==> src/rtl/axi_slave_pkg.sv <==
`default_nettype none
// ============================================================================
// Module  : axi_slave_pkg
// Brief   : Shared types and constants for the AXI slave write path.
// Revision: 1.0 - initial release
// ============================================================================
package axi_slave_pkg;

   typedef enum logic [1:0] {
      BURST_FIXED = 2'd0,
      BURST_INCR  = 2'd1,
      BURST_WRAP  = 2'd2,
      BURST_RSVD  = 2'd3
   } burst_t;

   localparam logic [1:0] RESP_OKAY   = 2'd0;
   localparam logic [1:0] RESP_SLVERR = 2'd2;

   typedef logic [1:0] state_t;
   localparam state_t c_ST_IDLE = 2'd0;
   localparam state_t c_ST_DATA = 2'd1;
   localparam state_t c_ST_RESP = 2'd2;

   // WRAP bursts are only legal for 2, 4, 8 or 16 beats
   function automatic logic wrap_len_ok(input logic [7:0] len);
      return (len == 8'd1) || (len == 8'd3) || (len == 8'd7) || (len == 8'd15);
   endfunction

endpackage
`default_nettype wire

==> src/rtl/axi_burst_addr_gen.sv <==
`default_nettype none
// ============================================================================
// Module  : axi_burst_addr_gen
// Brief   : Combinational next-beat address for FIXED / INCR / WRAP bursts.
// Revision: 1.0 - initial release
// ============================================================================
module axi_burst_addr_gen
   import axi_slave_pkg::*;
#(
   parameter int ADDR_W = 32
) (
   input  logic [ADDR_W-1:0] i_addr,
   input  logic [2:0]        i_size,
   input  logic [7:0]        i_len,
   input  logic [1:0]        i_burst,
   output logic [ADDR_W-1:0] o_next_addr
);

   localparam logic [ADDR_W-1:0] c_ONE = ADDR_W'(1);

   logic [ADDR_W-1:0] w_step;
   logic [ADDR_W-1:0] w_sum;
   logic [ADDR_W-1:0] w_win_mask;

   always_comb begin
      w_step      = c_ONE << i_size;
      w_sum       = i_addr + w_step;
      w_win_mask  = ((ADDR_W'(i_len) + c_ONE) << i_size) - c_ONE;
      o_next_addr = w_sum;
      case (i_burst)
         BURST_FIXED: o_next_addr = i_addr;
         BURST_WRAP: begin
            // Illegal WRAP lengths fall back to INCR addressing
            if (wrap_len_ok(i_len))
               o_next_addr = (i_addr & ~w_win_mask) | (w_sum & w_win_mask);
         end
         default: o_next_addr = w_sum;
      endcase
   end

endmodule
`default_nettype wire

==> src/rtl/axi_slave_write_ctrl.sv <==
`default_nettype none
// ============================================================================
// Module  : axi_slave_write_ctrl
// Brief   : AXI slave write sequencer: AW latch, per-beat address, B response.
//           Optional WLAST_CHECK_EN flags misplaced wlast as SLVERR.
// Revision: 1.0 - initial release
// ============================================================================
module axi_slave_write_ctrl
   import axi_slave_pkg::*;
#(
   parameter  int ADDR_W = 32,
   parameter  int DATA_W = 32,
   parameter  int ID_W   = 12,
   localparam int STRB_W = DATA_W / 8
) (
   input  logic              clk,
   input  logic              s_axi_aresetn,
   input  logic              s_axi_awvalid,
   output logic              s_axi_awready,
   input  logic [ADDR_W-1:0] s_axi_awaddr,
   input  logic [7:0]        s_axi_awlen,
   input  logic [2:0]        s_axi_awsize,
   input  logic [1:0]        s_axi_awburst,
   input  logic [ID_W-1:0]   s_axi_awid,
   input  logic              s_axi_wvalid,
   output logic              s_axi_wready,
   input  logic [DATA_W-1:0] s_axi_wdata,
   input  logic [STRB_W-1:0] s_axi_wstrb,
   input  logic              s_axi_wlast,
   output logic              s_axi_bvalid,
   input  logic              s_axi_bready,
   output logic [ID_W-1:0]   s_axi_bid,
   output logic [1:0]        s_axi_bresp,
   input  logic              write_ready,
   output logic              wr_en,
   output logic [ADDR_W-1:0] wr_addr,
   output logic [DATA_W-1:0] wr_data,
   output logic [STRB_W-1:0] wr_strb
);

   state_t            r_state;
   logic              r_awready;
   logic [ADDR_W-1:0] r_addr;
   logic [7:0]        r_len;
   logic [2:0]        r_size;
   logic [1:0]        r_burst;
   logic [ID_W-1:0]   r_id;
   logic [7:0]        r_cnt;
   logic              r_err;
   logic              r_bvalid;
   logic [1:0]        r_bresp;

   logic [ADDR_W-1:0] w_next_addr;
   logic              w_last_beat;
   logic              w_aw_illegal;
   logic              w_wlast_err;

   axi_burst_addr_gen #(
      .ADDR_W (ADDR_W)
   ) u_addr_gen (
      .i_addr      (r_addr),
      .i_size      (r_size),
      .i_len       (r_len),
      .i_burst     (r_burst),
      .o_next_addr (w_next_addr)
   );

   assign w_last_beat  = (r_cnt == r_len);
   assign w_aw_illegal = (s_axi_awburst == BURST_RSVD) ||
                         ((s_axi_awburst == BURST_WRAP) && !wrap_len_ok(s_axi_awlen));

`ifdef WLAST_CHECK_EN
   assign w_wlast_err = (s_axi_wlast != w_last_beat);
`else
   logic w_unused_wlast;
   assign w_unused_wlast = s_axi_wlast;
   assign w_wlast_err    = 1'b0;
`endif

   assign s_axi_awready = r_awready;
   assign s_axi_wready  = (r_state == c_ST_DATA) && write_ready;
   assign wr_en         = s_axi_wvalid && s_axi_wready;
   assign wr_addr       = r_addr;
   assign wr_data       = s_axi_wdata;
   assign wr_strb       = s_axi_wstrb;
   assign s_axi_bvalid  = r_bvalid;
   assign s_axi_bid     = r_id;
   assign s_axi_bresp   = r_bresp;

   always_ff @(posedge clk or negedge s_axi_aresetn) begin
      if (!s_axi_aresetn) begin
         r_state   <= c_ST_IDLE;
         r_awready <= 1'b0;
         r_addr    <= '0;
         r_len     <= '0;
         r_size    <= '0;
         r_burst   <= '0;
         r_id      <= '0;
         r_cnt     <= '0;
         r_err     <= 1'b0;
         r_bvalid  <= 1'b0;
         r_bresp   <= RESP_OKAY;
      end else begin
         case (r_state)
            c_ST_IDLE: begin
               r_awready <= 1'b1;
               if (s_axi_awvalid && r_awready) begin
                  r_addr    <= s_axi_awaddr;
                  r_len     <= s_axi_awlen;
                  r_size    <= s_axi_awsize;
                  r_burst   <= s_axi_awburst;
                  r_id      <= s_axi_awid;
                  r_cnt     <= '0;
                  r_err     <= w_aw_illegal;
                  r_awready <= 1'b0;
                  r_state   <= c_ST_DATA;
               end
            end
            c_ST_DATA: begin
               if (wr_en) begin
                  r_addr <= w_next_addr;
                  if (w_last_beat) begin
                     r_bvalid <= 1'b1;
                     r_bresp  <= (r_err || w_wlast_err) ? RESP_SLVERR : RESP_OKAY;
                     r_state  <= c_ST_RESP;
                  end else begin
                     r_cnt <= r_cnt + 8'd1;
                     r_err <= r_err || w_wlast_err;
                  end
               end
            end
            c_ST_RESP: begin
               if (s_axi_bready) begin
                  r_bvalid  <= 1'b0;
                  r_awready <= 1'b1;
                  r_state   <= c_ST_IDLE;
               end
            end
            default: r_state <= c_ST_IDLE;
         endcase
      end
   end

endmodule
`default_nettype wire

==> config.mk <==
export PLATFORM = sky130hd
export DESIGN_NAME = axi_slave_write_ctrl
export DESIGN_NICKNAME = d
export VERILOG_FILES = /design/src/rtl/axi_slave_pkg.sv /design/src/rtl/axi_burst_addr_gen.sv /design/src/rtl/axi_slave_write_ctrl.sv
export SDC_FILE = /design/constraint.sdc
export NUM_CORES = 1
export LEC_CHECK = 0
export CAP_MARGIN = 20
export CELL_PAD_IN_SITES_DETAIL_PLACEMENT = 1
export CELL_PAD_IN_SITES_GLOBAL_PLACEMENT = 1
export CORE_MARGIN = 10
export CORE_UTILIZATION = 35
export CTS_BUF_LIST = sky130_fd_sc_hd__clkbuf_8
export DETAILED_ROUTE_END_ITERATION = 8
export PLACE_DENSITY_LB_ADDON = 0.15
export SLEW_MARGIN = 30
export SYNTH_ARGS = -nofsm -noshare
export SYNTH_HDL_FRONTEND = slang
export SYNTH_SLANG_ARGS = --single-unit
==> constraint.sdc <==
create_clock -name clk -period 3.75 [get_ports clk]
set_input_delay 0.75 -clock clk [delete_from_list [all_inputs] [get_ports clk]]
set_output_delay 0.75 -clock clk [all_outputs]
set_load 0.01 [all_outputs]
==> metrics.yaml <==
cts_tree: "yes"
fp.coreArea_mm2: 0.0158
grt_pass1_wl_um: 32100
worst_pin_slew_ns: 0.752
yosysWarnings: 0
nets: 865
grt_max_degree: 56
final_area_mm2: 0.00701
start_util: 0.357
synth_mux_area_frac: 0.0560
fin_setup_tns_ns: 0
synth_area_mm2: 0.00565
fmax_mhz: 286
p_int_mw: 3.12
cts.clk_slew.worst_paths_ns: 0.10
portBuffers: 111
p_sw_frac: 0.476
antenna_cells: 0
ys_ff_latch: 71
pwr-share-clk: 0.106
synthFlopType: "dfrtp_1"
power_mw: 5.95
synth_cell_types: 76
post_cts_buffers: 0
critical_path_class: "register to register"
grtUsageTotal: 0.180
peakVddDrop_uv: 331
yosys-top-cells-count: "dfrtp_1 (71), nand2_1 (65), nor2_1 (52), o21ai_0 (48), buf_4 (42)"
placed_area_mm2: 0.00680
ioPinCount: 186
htreeDepth: 3
n_fill_cell: 1875
clock-sinks: 71
maxSlewHeadroom: 0.496
hold_viol: 0
fin_crit_ns: 3.49
wire_per_inst_um: 20.1
skew_ns: 0.0117
synth_top_family_by_area: "compound AO/OA/AOI/OAI gates"
power.switching_mw: 2.83
drtAntennaViolNets: 0
worstHoldPathType: "input pin to async pin"
drc: 0
drive_above_1_share: 0.127
dieArea_mm2: 0.0216
initialDrtViolationCount: 258
cp.required_ns: 4.01
synthArstFlopShare: 1.00
cts.path.max_buffers: 2
chipWidth_um: 147
area_growth_pct: 24.0
routed_wl_um: 19500
synth_edf_count: 0
rows: 46
grt_setup_unrepaired: "no"
first_pass_iters: 4
cts_hold_buf: 0
seqPwrFrac: 0.262
root_buffer: "clkbuf_8"
timing.hold.ws_ns: 0.382
antenna_found_initial: 0
cts_buffers: 9
synth_top_area_frac: 0.314
post-route-period-util: 0.931
pwr-share-comb: 0.632
grt_pass1_vias: 5804
p_per_area_mw_per_mm2: 849
die_h_um: 147
synth_top_area_cell: "dfrtp_1"
synth_cells: 674
status: "finished clean"
ys_seq_area_frac: 0.314
drv_cap: 0
clk_latency_ns: 0.39
crit_path_start_kind: "register"
synth_xor_area_frac: 0.0480
cp-end-kind: "register"
critical_path_arrival_ns: 3.75
vias_per_cell: 5.52
yosys.area_share.simple: 0.200
synth_fa_ha_area_frac: 0.0323
syn_avg_cell_area_um2: 8.39
routabilityCongestion: 0.834
layout_setup_ws_ns: 0.260
synth_most_common_cell: "dfrtp_1"
synthTopCellsByArea: "dfrtp_1 (31%), buf_4 (5.6%), nand2_1 (4.3%)"
slew_violations: 0
synth_fp_nets: 788
grt.overflow.total: 0
worstPathMaxFanout: 8
pre_cts_ws_ns: 0.249
finalSetupViolCount: 0
place_hpwl_um: 15200
synth_compound_area_frac: 0.250
vias: 5369
power_leakage_nw: 2.77
-- layer usage --
| metal | vias up | GRT usage | share of wire |
|---|---|---|---|
| met3 | 17 | 0.0387 | 0.048 |
| met1 | 2665 | 0.223 | 0.44 |
| met5 | - | 0 | 0 |
| li1 | 2569 | - | - |
| met2 | 118 | 0.308 | 0.50 |
| met4 | 0 | 0.0461 | 0.011 |
-- cell families after synthesis --
kind of cell | Yosys count
simple gates | 225
compound gates | 203
buf+inv | 100
flops | 71
xor+xnor | 31
mux | 29
fa+ha+maj | 14
other cells | 1
-- path summary, 6_finish.rpt --
kind / start / end / slack, ns / cells after the start
setup / recovery: r_len[0] / register / 0.26 / 15
hold / removal: s_axi_aresetn / async pin / 0.38 / 1
setup reg to reg: r_len[0] / register / 0.26 / 15
hold reg to reg: s_axi_bid[6] / s_axi_bid[6] / 0.51 / 1
max in group asynchronous: s_axi_aresetn / async pin / 2.63 / 2
min in group clk: s_axi_bid[6] / s_axi_bid[6] / 0.51 / 1
-- power groups by stage --
stage               registers [mW]  clock network (mW)  logic [mW]
finish                        1.56               0.630        3.76
global route                  1.63               0.690        4.15
CTS                           1.55               0.654        3.77
detailed placement            1.57                   0        3.75
global placement              1.54                   0        3.64
floorplan                     1.51                   0        2.35
-- cells in the final DEF (no fill, tap or decap), types with 5 or more instances in the layout --
cell type	n
a211oi_1	6
a21o_1	6
a21oi_1	38
a22o_1	10
a22oi_1	6
a31oi_1	10
and3_1	10
buf_4	32
clkbuf_8	9
clkdlybuf4s50_1	110
dfrtp_1	70
ha_1	13
inv_1	24
mux2_2	21
mux2i_1	8
nand2_1	65
nand2b_1	8
nand3_1	17
nand4_1	8
nor2_1	52
nor2b_1	9
nor3_1	14
o21ai_0	48
o21ai_1	5
o22ai_1	11
o31ai_1	12
or3_1	7
xnor2_1	15
xor2_1	15
-- critical path, stage by stage, from the launching register on --
cell	delay (ns)
dfrtp_1	0.39
ha_1	0.33
and4_1	0.28
and3_1	0.24
o311a_1	0.38
a32oi_2	0.33
nor3b_4	0.08
nand3_1	0.11
nor2_1	0.07
and3_1	0.18
ha_1	0.27
nand2_1	0.06
o21ai_0	0.27
nor2_1	0.08
a32oi_1	0.19
o21ai_0	0.10
-- what timing repair did --
item / CTS / global route
endpoints found under the hold margin: 0 / 0
resized for setup: 0 / 4
setup endpoints to repair: 0 / 3
-- through the flow --
step | util | std cells
2_1_floorplan | - | 674
3_3_place_gp | 0.430 | 956
3_5_place_dp | 0.430 | 956
4_1_cts | 0.442 | 972
5_1_grt | 0.443 | 972
6_report | 0.443 | 972
-- final cells by class --
| class | count | area (um^2) | share of cell area |
|---|---|---|---|
| clock buffers | 9 | 124 | 0.0177 |
| multi-input cells | 503 | 3340 | 0.477 |
| clock inverters | 7 | 61.3 | 0.00875 |
| well taps | 216 | 270 | 0.0386 |
| inverters | 24 | 90.1 | 0.0129 |
| repair buffers | 142 | 1340 | 0.191 |
| flip-flops and latches | 71 | 1780 | 0.254 |
Note: power is estimated with default switching activity, not from simulation.
